`src/rtl/bist_pkg.sv`:
```
// -----------------------------------------------------------------------------
// bist_pkg
// Shared definitions for the BIST response analyzer:
//   - state_e      : analyzer session states
//   - MISR_POLY    : feedback taps for x^8+x^4+x^3+x^2+1
//   - default response/signature widths and the response counter width
// -----------------------------------------------------------------------------
package bist_pkg;

    typedef enum logic [1:0] {
        ST_IDLE    = 2'd0,
        ST_COMPACT = 2'd1,
        ST_COMPARE = 2'd2,
        ST_DONE    = 2'd3
    } state_e;

    localparam logic [7:0] MISR_POLY  = 8'h1D;
    localparam int         RESP_W_DEF = 4;
    localparam int         SIG_W_DEF  = 8;
    localparam int         CNT_W      = 8;
    localparam logic [CNT_W-1:0] CNT_MAX = 8'hFF;

endpackage : bist_pkg

```
`src/rtl/bist_misr.sv`:
```
// -----------------------------------------------------------------------------
// bist_misr
// Multiple-input signature register. Shifts left with polynomial feedback
// from the MSB and folds in the zero-extended response word.
// Ports:
//   clock   : rising-edge clock
//   reset   : synchronous active-high reset, loads SEED
//   load    : load SEED (session start); wins over enable
//   enable  : compact data_in into the signature this edge
//   data_in : response word from the circuit under test
//   sig_out : current signature (registered)
// -----------------------------------------------------------------------------
module bist_misr
    import bist_pkg::*;
#(
    parameter int                 RESP_W = RESP_W_DEF,
    parameter int                 SIG_W  = SIG_W_DEF,
    parameter logic [SIG_W-1:0]   SEED   = {SIG_W{1'b0}}
) (
    input  logic              clock,
    input  logic              reset,
    input  logic              load,
    input  logic              enable,
    input  logic [RESP_W-1:0] data_in,
    output logic [SIG_W-1:0]  sig_out
);

    localparam logic [SIG_W-1:0] POLY = SIG_W'(MISR_POLY);

    // One compaction step: shift, conditional feedback, then fold in the data.
    function automatic logic [SIG_W-1:0] misr_step(
        input logic [SIG_W-1:0]  cur,
        input logic [RESP_W-1:0] din
    );
        logic [SIG_W-1:0] fb;
        fb = cur[SIG_W-1] ? POLY : {SIG_W{1'b0}};
        return {cur[SIG_W-2:0], 1'b0} ^ fb ^ SIG_W'(din);
    endfunction

    logic [SIG_W-1:0] sig_d;
    logic [SIG_W-1:0] sig_q;

    // Next signature: load the seed, compact one word, or hold.
    always_comb begin
        sig_d = sig_q;
        if (load) begin
            sig_d = SEED;
        end else if (enable) begin
            sig_d = misr_step(sig_q, data_in);
        end else begin
            sig_d = sig_q;
        end
    end

    // Signature register with synchronous reset to the seed.
    always_ff @(posedge clock) begin
        if (reset) begin
            sig_q <= SEED;
        end else begin
            sig_q <= sig_d;
        end
    end

    assign sig_out = sig_q;

endmodule : bist_misr

```
`src/rtl/bist_response_analyzer.sv`:
```
// -----------------------------------------------------------------------------
// bist_response_analyzer
// Compacts a stream of circuit-under-test responses into a MISR signature,
// counts the responses and, after the final one, compares signature and count
// against the fault-free values.
// Ports:
//   clock          : rising-edge clock
//   reset          : synchronous active-high reset
//   testmode       : session enable; low returns to IDLE on the next edge
//   start          : pulse that opens a session from IDLE or DONE
//   resp_valid     : resp_in valid this cycle
//   resp_in        : response word
//   resp_last      : marks the final response of the session
//   resp_ready     : high while compacting
//   signature      : current MISR contents
//   resp_count     : accepted responses, saturating at 255
//   done           : result valid (held in DONE)
//   pass           : signature and count both matched
//   fault_detected : inverse of pass while done, otherwise 0
// -----------------------------------------------------------------------------
module bist_response_analyzer
    import bist_pkg::*;
#(
    parameter int               RESP_W     = RESP_W_DEF,
    parameter int               SIG_W      = SIG_W_DEF,
    parameter logic [SIG_W-1:0] SEED       = {SIG_W{1'b0}},
    parameter logic [SIG_W-1:0] GOLDEN_SIG = {SIG_W{1'b0}},
    parameter int               N_PATTERNS = 7
) (
    input  logic              clock,
    input  logic              reset,
    input  logic              testmode,
    input  logic              start,
    input  logic              resp_valid,
    input  logic [RESP_W-1:0] resp_in,
    input  logic              resp_last,
    output logic              resp_ready,
    output logic [SIG_W-1:0]  signature,
    output logic [CNT_W-1:0]  resp_count,
    output logic              done,
    output logic              pass,
    output logic              fault_detected
);

    localparam logic [CNT_W-1:0] N_PAT_CNT = CNT_W'(N_PATTERNS);

    state_e           state_q;
    state_e           state_d;
    logic [CNT_W-1:0] count_q;
    logic [CNT_W-1:0] count_d;
    logic             done_q;
    logic             done_d;
    logic             pass_q;
    logic             pass_d;
    logic             fault_q;
    logic             fault_d;
    logic             ready_q;
    logic             ready_d;

    logic             accept_s;
    logic             start_ok_s;
    logic             match_s;
    logic [SIG_W-1:0] sig_s;

    // A response is only taken while compacting with the session still enabled,
    // so dropping testmode freezes signature and count on that edge.
    assign accept_s   = (state_q == ST_COMPACT) && resp_valid && testmode;
    assign start_ok_s = start && testmode &&
                        ((state_q == ST_IDLE) || (state_q == ST_DONE));
    // Count is part of the verdict: a short or long session fails even with a
    // matching signature.
    assign match_s    = (sig_s == GOLDEN_SIG) && (count_q == N_PAT_CNT);

    bist_misr #(
        .RESP_W (RESP_W),
        .SIG_W  (SIG_W),
        .SEED   (SEED)
    ) u_misr (
        .clock   (clock),
        .reset   (reset),
        .load    (start_ok_s),
        .enable  (accept_s),
        .data_in (resp_in),
        .sig_out (sig_s)
    );

    // State register.
    always_ff @(posedge clock) begin
        if (reset) begin
            state_q <= ST_IDLE;
        end else begin
            state_q <= state_d;
        end
    end

    // Next-state logic; testmode low overrides every transition.
    always_comb begin
        state_d = state_q;
        if (!testmode) begin
            state_d = ST_IDLE;
        end else begin
            case (state_q)
                ST_IDLE: begin
                    if (start_ok_s) begin
                        state_d = ST_COMPACT;
                    end else begin
                        state_d = ST_IDLE;
                    end
                end
                ST_COMPACT: begin
                    if (accept_s && resp_last) begin
                        state_d = ST_COMPARE;
                    end else begin
                        state_d = ST_COMPACT;
                    end
                end
                ST_COMPARE: begin
                    state_d = ST_DONE;
                end
                ST_DONE: begin
                    if (start_ok_s) begin
                        state_d = ST_COMPACT;
                    end else begin
                        state_d = ST_DONE;
                    end
                end
                default: begin
                    state_d = ST_IDLE;
                end
            endcase
        end
    end

    // Output/datapath next values: counter, verdict flags and ready.
    always_comb begin
        count_d = count_q;
        done_d  = done_q;
        pass_d  = pass_q;
        fault_d = fault_q;
        ready_d = (state_d == ST_COMPACT);

        if (start_ok_s) begin
            count_d = {CNT_W{1'b0}};
        end else if (accept_s && (count_q != CNT_MAX)) begin
            count_d = count_q + 8'd1;
        end else begin
            count_d = count_q;
        end

        if (!testmode) begin
            done_d  = 1'b0;
            pass_d  = 1'b0;
            fault_d = 1'b0;
        end else if (state_q == ST_COMPARE) begin
            done_d  = 1'b1;
            pass_d  = match_s;
            fault_d = !match_s;
        end else if (start_ok_s) begin
            done_d  = 1'b0;
            pass_d  = 1'b0;
            fault_d = 1'b0;
        end else begin
            done_d  = done_q;
            pass_d  = pass_q;
            fault_d = fault_q;
        end
    end

    // Output and counter registers.
    always_ff @(posedge clock) begin
        if (reset) begin
            count_q <= {CNT_W{1'b0}};
            done_q  <= 1'b0;
            pass_q  <= 1'b0;
            fault_q <= 1'b0;
            ready_q <= 1'b0;
        end else begin
            count_q <= count_d;
            done_q  <= done_d;
            pass_q  <= pass_d;
            fault_q <= fault_d;
            ready_q <= ready_d;
        end
    end

    assign resp_ready     = ready_q;
    assign signature      = sig_s;
    assign resp_count     = count_q;
    assign done           = done_q;
    assign pass           = pass_q;
    assign fault_detected = fault_q;

endmodule : bist_response_analyzer

```
`config.mk`:
```
export PLATFORM = sky130hd
export DESIGN_NAME = bist_response_analyzer
export DESIGN_NICKNAME = d
export VERILOG_FILES = /design/src/rtl/bist_pkg.sv /design/src/rtl/bist_misr.sv /design/src/rtl/bist_response_analyzer.sv
export SDC_FILE = /design/constraint.sdc
export NUM_CORES = 1
export LEC_CHECK = 0
export CAP_MARGIN = 20
export CORE_MARGIN = 2
export CORE_UTILIZATION = 42
export CTS_CLUSTER_DIAMETER = 150
export DETAILED_ROUTE_END_ITERATION = 8
export GPL_TIMING_DRIVEN = 0
export MAX_ROUTING_LAYER = met4
export PLACE_DENSITY = 0.74
export SLEW_MARGIN = 40
export SYNTH_ARGS = -nofsm -noshare
export SYNTH_HDL_FRONTEND = slang
export SYNTH_SLANG_ARGS = --single-unit
export TNS_END_PERCENT = 20
```
`constraint.sdc`:
```
create_clock -name clock -period 1.65 [get_ports clock]
set_clock_uncertainty 0.05 [all_clocks]
set_input_delay 0.4125 -clock clock [delete_from_list [all_inputs] [get_ports clock]]
set_output_delay 0.4125 -clock clock [all_outputs]
set_load 0.02 [all_outputs]
```
==> out/metrics.csv, run 1 <==
stage,metric,value,unit
grt,vias in the first global route,869,
floorplan,row count,18,
layout,Nets,171,
place,pre-CTS setup slack,-380.4,ps
place,GPL Wtd Cong,0.7443,
layout,Antenna Cells,0,
critical_path,worst path buffer plus inverter count,1,
logic_synthesis,"EDFF count, synth",0,
route,Via density,5.335,
route,Pre-antenna DRT Iters,4,
logic_synthesis,Synthesized Nets,136,
place,Detailed Place HPWL,1743,µm
layout,multi-input logic area,628.1,µm²
critical_path,CP Depth,1,
place,Port Buffers,29,
pwr,Pint,830.9,µW
sta,Slew Limit Fails,0,
pwr,Clock power frac,39.4,%
route,DR vias,987,
logic_synthesis,#FFs+latches synth,22,
grt,Total Routing Usage GR,18.01,%
sta,fmax,630.1,MHz
grt,first-pass GRT wire length,3746,µm
route,Initial DRC Count,15,
grt,initial antenna violation count,0,
floorplan,IO Count,30,
pwr,Net Sw Power,213.9,µW
logic_synthesis,compound-cell area share of the yosys netlist,17.42,%
pwr,leakage,0.6359,nW
layout,Layout fillers,233,
logic_synthesis,Avg Inst Size Synth,8.903,µm²
sta,TNS Setup,0,ps
grt,Overflow after GRT,0,
logic_synthesis,post-synthesis mux area share,1.858,%
floorplan,core box area,2455,µm²
logic_synthesis,xor/xnor cell area share of the yosys netlist,6.504,%
route,Detail Route Antenna Nets,0,
sta,Least-Margin Pin Slew,362.7,ps
clock_network,CTS tree,built,
clock_network,cts-stage hold buffer count,0,
critical_path,Worst EP arrival,1120,ps
sta,RSZ-0062 raised after global routing,true,
logic_synthesis,Post-Syn Area,1077,µm²
logic_synthesis,simple-gate share of the synthesized area,23.46,%
layout,Seq. cell area,446.7,µm²
logic_synthesis,fraction of registers with async set/reset,0,%
layout,Area growth syn-to-layout,38.79,%
critical_path,Slowest cell on crit path,dfxtp_1,
critical_path,"Critical Path, Cell by Cell",dlygate4sd2_1,
clock_network,H-Tree Depth,1,
floorplan,die area,2986,µm²
critical_path,Crit path max-delay family,flip-flops,
clock_network,root buf cell,clkbuf_4,
place,placed cell count,180,
logic_synthesis,main combinational cell family by area after synthesis,simple AND/OR/NAND/NOR gates,
critical_path,worst r2r path cells,7,
layout,Finished Layout Cells,185,
clock_network,Bufs on Longest Clock Path,2,
route,DRC violations left,0,
critical_path,Worst setup EP type,output port,
min_path,Hold Path Stages,2,
critical_path,worst-path maximum fanout,6,
critical_path,worst path required time,1190,ps
pwr,pwr dens,698.7,nW/µm²
logic_synthesis,Synth Area in Adders,5.807,%
pwr,sw frac,20.47,%
clock_network,CTS buffer count,3,
floorplan,Die W,54.65,µm
run_status,outcome,completed,
logic_synthesis,Synth area leader,dfxtp_1,
critical_path,kind of critical path,reg2out,
logic_synthesis,Area contributors post-synth,"dfxtp_1 (41%), ha_1 (5.8%), xnor2_1 (5.7%), a21oi_1 (5.1%), nand2_1 (4.5%)",
layout,share of layout cells above drive strength 1,15.48,%
logic_synthesis,register area share after synthesis,40.88,%
floorplan,initial core utilization,43.88,%
sta,final number of setup-violating endpoints,0,
pwr,Max VDD drop,0.4535,mV
sta,fin crit period,1587,ps
clock_network,Clock Sinks,22,
clock_network,Worst-path clk slew,130,ps
logic_synthesis,"Top FF cell, synth",dfxtp_1,
logic_synthesis,top post-synthesis cells by count,"dfxtp_1 (22), nand2_1 (13), a21oi_1 (11)",
sta,hold violation total from the final report,0,
floorplan,Die H,54.65,µm
logic_synthesis,area fraction of the dominant cell type after synthesis,40.88,%
flow_run,Max Cap Violations,0,
pwr,combinational group share of total power,8.9,%
logic_synthesis,Netlist cell types,37,
sta,fin worst setup slack,63.06,ps
pwr,Flop pwr share,51.7,%
sta,Tcrit/Tclk final,96.18,%
min_path,HP Class,reg2reg,
logic_synthesis,Yosys warning total,0,
sta,Slew HR,75.76,%
route,total length of routed wires,2394,µm
route,Wirelength per Cell,12.94,µm
critical_path,crit start category,register,
grt,largest net degree at the start of global routing,14,
logic_synthesis,Post-Syn Instances,121,
critical_path,largest stage delay on the critical path,450,ps
logic_synthesis,most frequent cell after synthesis,dfxtp_1,
sta,hold slack,442.3,ps
clock_network,worst skew pair latency,310,ps
-- per-layer routing --
metal	wire length [µm]	track usage, %	vias to the layer above
li1	-	-	498
met1	1092	21.68	455
met2	1168	29.96	32
met3	120	3.005	2
met4	12	6.667	0
met5	0	-	-
-- final cells by class --
type,count,share of cell area [%]
plain buffers,5,2.343
clock buffers,3,1.506
clock inverters,1,2.008
inverters,5,1.255
multi-input cells,89,42.01
flip-flops and latches,22,29.87
well taps,30,2.510
repair buffers,30,18.49
-- flip-flops by register name (all words and copies together) (netlist names) --
signal and count:
done 1, fault_detected 1, resp_ready 1, resp_count 8
u_misr.sig_out 8, state_q 2, pass 1
-- final timing paths --
check	to	from	slack, ps
min	done	done	440
max	resp_count[3]	resp_count[3]	60
max reg2reg	state_q[1]	state_q[1]	70
min reg2reg	done	done	440
-- layout by cell type (no fill, tap or decap), types with 2 or more instances in the layout --
cell	n
inv_1	5
dlygate4sd2_1	19
nor4_1	2
nor3_1	4
buf_4	2
mux2i_1	2
nor2_1	10
nand2b_1	2
dfxtp_2	5
nor2b_1	3
dfxtp_1	17
nand4_1	2
a41o_1	2
a211oi_1	4
clkbuf_4	3
a21oi_1	11
nand2_1	13
and3_1	2
xnor2_1	7
ha_1	4
clkdlybuf4s50_1	8
nand3_1	3
-- power by group through the flow --
stage | Sequential [mW] | Combinational, mW | Clock (mW)
after floorplan | 0.555 | 0.0402 | 0
after global placement | 0.551 | 0.0843 | 0
after detailed placement | 0.552 | 0.0851 | 0
after CTS | 0.540 | 0.0874 | 0.416
after global routing | 0.541 | 0.102 | 0.442
final | 0.540 | 0.0933 | 0.412
-- cell families (layout without fill, tap and decap cells) --
logic type | after synthesis | count (layout)
buffers and inverters | 10 | 44
DFF | 22 | 22
adders and majority gates | 5 | 5
and+or+nand+nor | 48 | 48
AOI/OAI and AO/OA | 26 | 26
xor gates and xnor gates | 8 | 8
muxes | 2 | 2
-- through the flow --
step / instance area [µm²] / util, % / power [mW]
final: 1495 / 60.91 / 1.045
after global routing: 1495 / 60.91 / 1.085
after CTS: 1444 / 58.82 / 1.044
after detailed placement: 1405 / 57.24 / 0.6368
after global placement: 1405 / 57.24 / 0.6356
after floorplan: 1077 / - / 0.5953
-- repair_timing --
item / 4_1_cts / 5_1_grt
pin swaps: 1 / 1
endpoints found under the setup margin: 32 / 20
resized for setup: 24 / 15
buffers inserted: 0 / 1
(Power assumes the default switching activity.)
==> inputs of run 2 (changes only) <==
--- a/config.mk
+++ b/config.mk
@@ -6,6 +6,7 @@
 export NUM_CORES = 1
 export LEC_CHECK = 0
 export CAP_MARGIN = 20
+export CORE_ASPECT_RATIO = 0.8
 export CORE_MARGIN = 2
 export CORE_UTILIZATION = 42
 export CTS_CLUSTER_DIAMETER = 150
==> run 2 against run 1 <==
Compared with the run above:
- cell count rose by 3.8%
- power fell by 0.14%
- core utilization is 0.31 points higher
- count of clock-buffer cells in the layout unchanged
- non-clock buffer count up 1
- critical path depth grew 4
- critical endpoint is now resp_count[6]
- largest cell class unchanged
==> out/metrics.csv, run 2 (synthesized netlist as in run 1, its figures left out) <==
stage,metric,value,unit,change
run_status,outcome,completed,,
grt,Overflow after GRT,0,,unchanged
floorplan,Die H,49.30,µm,-9.8%
floorplan,IO Count,30,,unchanged
sta,TNS Setup,0,ps,unchanged
layout,Finished Layout Cells,192,,+3.8%
sta,hold violation total from the final report,0,,unchanged
pwr,leakage,0.6314,nW,-0.71%
layout,Layout fillers,238,,+2.1%
grt,Total Routing Usage GR,18.72,%,+0.71 points
sta,fin crit period,1625,ps,+38.08 ps
clock_network,Worst-path clk slew,120,ps,about the same
route,DR vias,1022,,+3.5%
floorplan,initial core utilization,44.11,%,+0.22 points
pwr,pwr dens,697.8,nW/µm²,-0.14%
layout,multi-input logic area,618.1,µm²,-1.6%
layout,most frequent cells in the layout,"dfxtp_1 (18), dlygate4sd2_1 (17), nand2_1 (13)",,
layout,share of layout cells above drive strength 1,14.10,%,-1.4 points
sta,Least-Margin Pin Slew,386.3,ps,+23.61 ps
layout,Seq. cell area,445.4,µm²,-0.28%
clock_network,H-Tree Depth,1,,unchanged
route,Wirelength per Cell,13.27,µm,+2.5%
grt,largest net degree at the start of global routing,14,,unchanged
critical_path,kind of critical path,in2reg,,
clock_network,cts-stage hold buffer count,0,,unchanged
place,Port Buffers,29,,unchanged
critical_path,Worst setup EP type,register,,
layout,Area growth syn-to-layout,38.79,%,unchanged
min_path,HP Class,reg2reg,,
clock_network,Bufs on Longest Clock Path,2,,unchanged
flow_run,Max Cap Violations,0,,unchanged
place,GPL Wtd Cong,0.8221,,+10%
pwr,Max VDD drop,0.4961,mV,+9.4%
clock_network,Clock Sinks,22,,unchanged
sta,Slew HR,74.18,%,-1.6 points
floorplan,core box area,2442,µm²,-0.51%
floorplan,row count,16,,-2
critical_path,crit start category,input port,,
route,Detail Route Antenna Nets,0,,unchanged
floorplan,Die W,60.63,µm,+11%
layout,"most common cell after layout, fill and taps aside",dfxtp_1,,
route,Pre-antenna DRT Iters,4,,unchanged
clock_network,CTS buffer count,3,,unchanged
clock_network,CTS tree,built,,
layout,Nets,172,,+0.58%
grt,initial antenna violation count,0,,unchanged
route,DRC violations left,0,,unchanged
grt,vias in the first global route,925,,+6.4%
place,placed cell count,186,,+3.3%
sta,Slew Limit Fails,0,,unchanged
route,total length of routed wires,2547,µm,+6.4%
clock_network,root buf cell,clkbuf_4,,
critical_path,Worst EP arrival,1780,ps,+660 ps
grt,first-pass GRT wire length,4126,µm,+10%
sta,Tcrit/Tclk final,98.49,%,+2.3 points
route,Initial DRC Count,20,,+5
floorplan,die area,2989,µm²,about the same
route,Via density,5.323,,-0.23%
critical_path,worst-path maximum fanout,8,,+2
critical_path,worst path required time,1800,ps,+610 ps
place,Detailed Place HPWL,1837,µm,+5.4%
sta,fmax,615.4,MHz,-2.3%
layout,Antenna Cells,0,,unchanged
sta,final number of setup-violating endpoints,0,,unchanged
clock_network,worst skew pair latency,310,ps,about the same
-- run 2: changes by cell type in the layout (fill, tap and decap cells not counted), sizes merged --
cell / change
buf: +1
clkdlybuf4s15: +2
dlygate4sd2: -2
-- run 2: final timing paths --
path / start / endpoint / slack (ps) / cells past startpoint
max: resp_valid / resp_count[6] / 20 / 5
min: u_misr.sig_out[4] / u_misr.sig_out[5] / 450 / 2
max reg2reg: state_q[1] / resp_count[6] / 50 / 6
min reg2reg: u_misr.sig_out[4] / u_misr.sig_out[5] / 450 / 2
-- run 2: what timing repair did --
action,CTS,global route
buffers inserted,2,0
setup endpoints to repair,34,14
pin swaps,0,1
resized for setup,25,11
-- run 2: metrics by stage --
| stage | hold slack [ps] | total power [mW] | util [%] | area, µm² | worst slack [ps] |
|---|---|---|---|---|---|
| after global routing | 485.7 | 1.093 | 61.22 | 1495 | -33.01 |
| after global placement | 427.5 | 0.6359 | 57.84 | 1413 | -369.5 |
| after floorplan | 434.1 | 0.5953 | - | 1077 | 92.54 |
| final | 447.1 | 1.043 | 61.22 | 1495 | 24.98 |
| after detailed placement | 441.4 | 0.6384 | 57.84 | 1413 | -382.3 |
| after CTS | 454.9 | 1.050 | 59.94 | 1464 | -42.39 |
-- run 2: critical path: stages --
cell	delay (ps)
clkdlybuf4s50_1	540
nand3_4	170
nor2_2	230
a31oi_1	120
a311oi_1	310
-- run 2: cell type report --
type	instances	area share, %
sequential	22	29.79
clock inverter	1	2.008
tap	36	3.013
multi-input combinational	89	41.34
buffer	5	1.925
timing repair buffer	31	19.16
inverter	5	1.255
clock buffer	3	1.506
-- run 2: metal layers --
layer | wire, µm | vias to the layer above | global-route usage [%]
li1 | - | 499 | -
met1 | 1129 | 480 | 24.39
met2 | 1249 | 39 | 28.67
met3 | 150 | 4 | 6.366
met4 | 18 | 0 | 2.899
met5 | 0 | - | -
-- run 2: power breakdown --
| part | switching, mW | total (mW) | leakage, nW | internal, mW |
|---|---|---|---|---|
| sequential | 0.00397 | 0.540 | 0.179 | 0.536 |
| combinational | 0.0460 | 0.0963 | 0.424 | 0.0503 |
| clock | 0.161 | 0.407 | 0.0279 | 0.246 |
==> inputs of run 3 (changes only) <==
--- a/config.mk
+++ b/config.mk
@@ -9,7 +9,7 @@
 export CORE_ASPECT_RATIO = 0.8
 export CORE_MARGIN = 2
 export CORE_UTILIZATION = 42
-export CTS_CLUSTER_DIAMETER = 150
+export CTS_CLUSTER_DIAMETER = 40
 export DETAILED_ROUTE_END_ITERATION = 8
 export GPL_TIMING_DRIVEN = 0
 export MAX_ROUTING_LAYER = met4
==> results of run 3 <==
Final layout, timing and power as in run 2 (identical DEF).
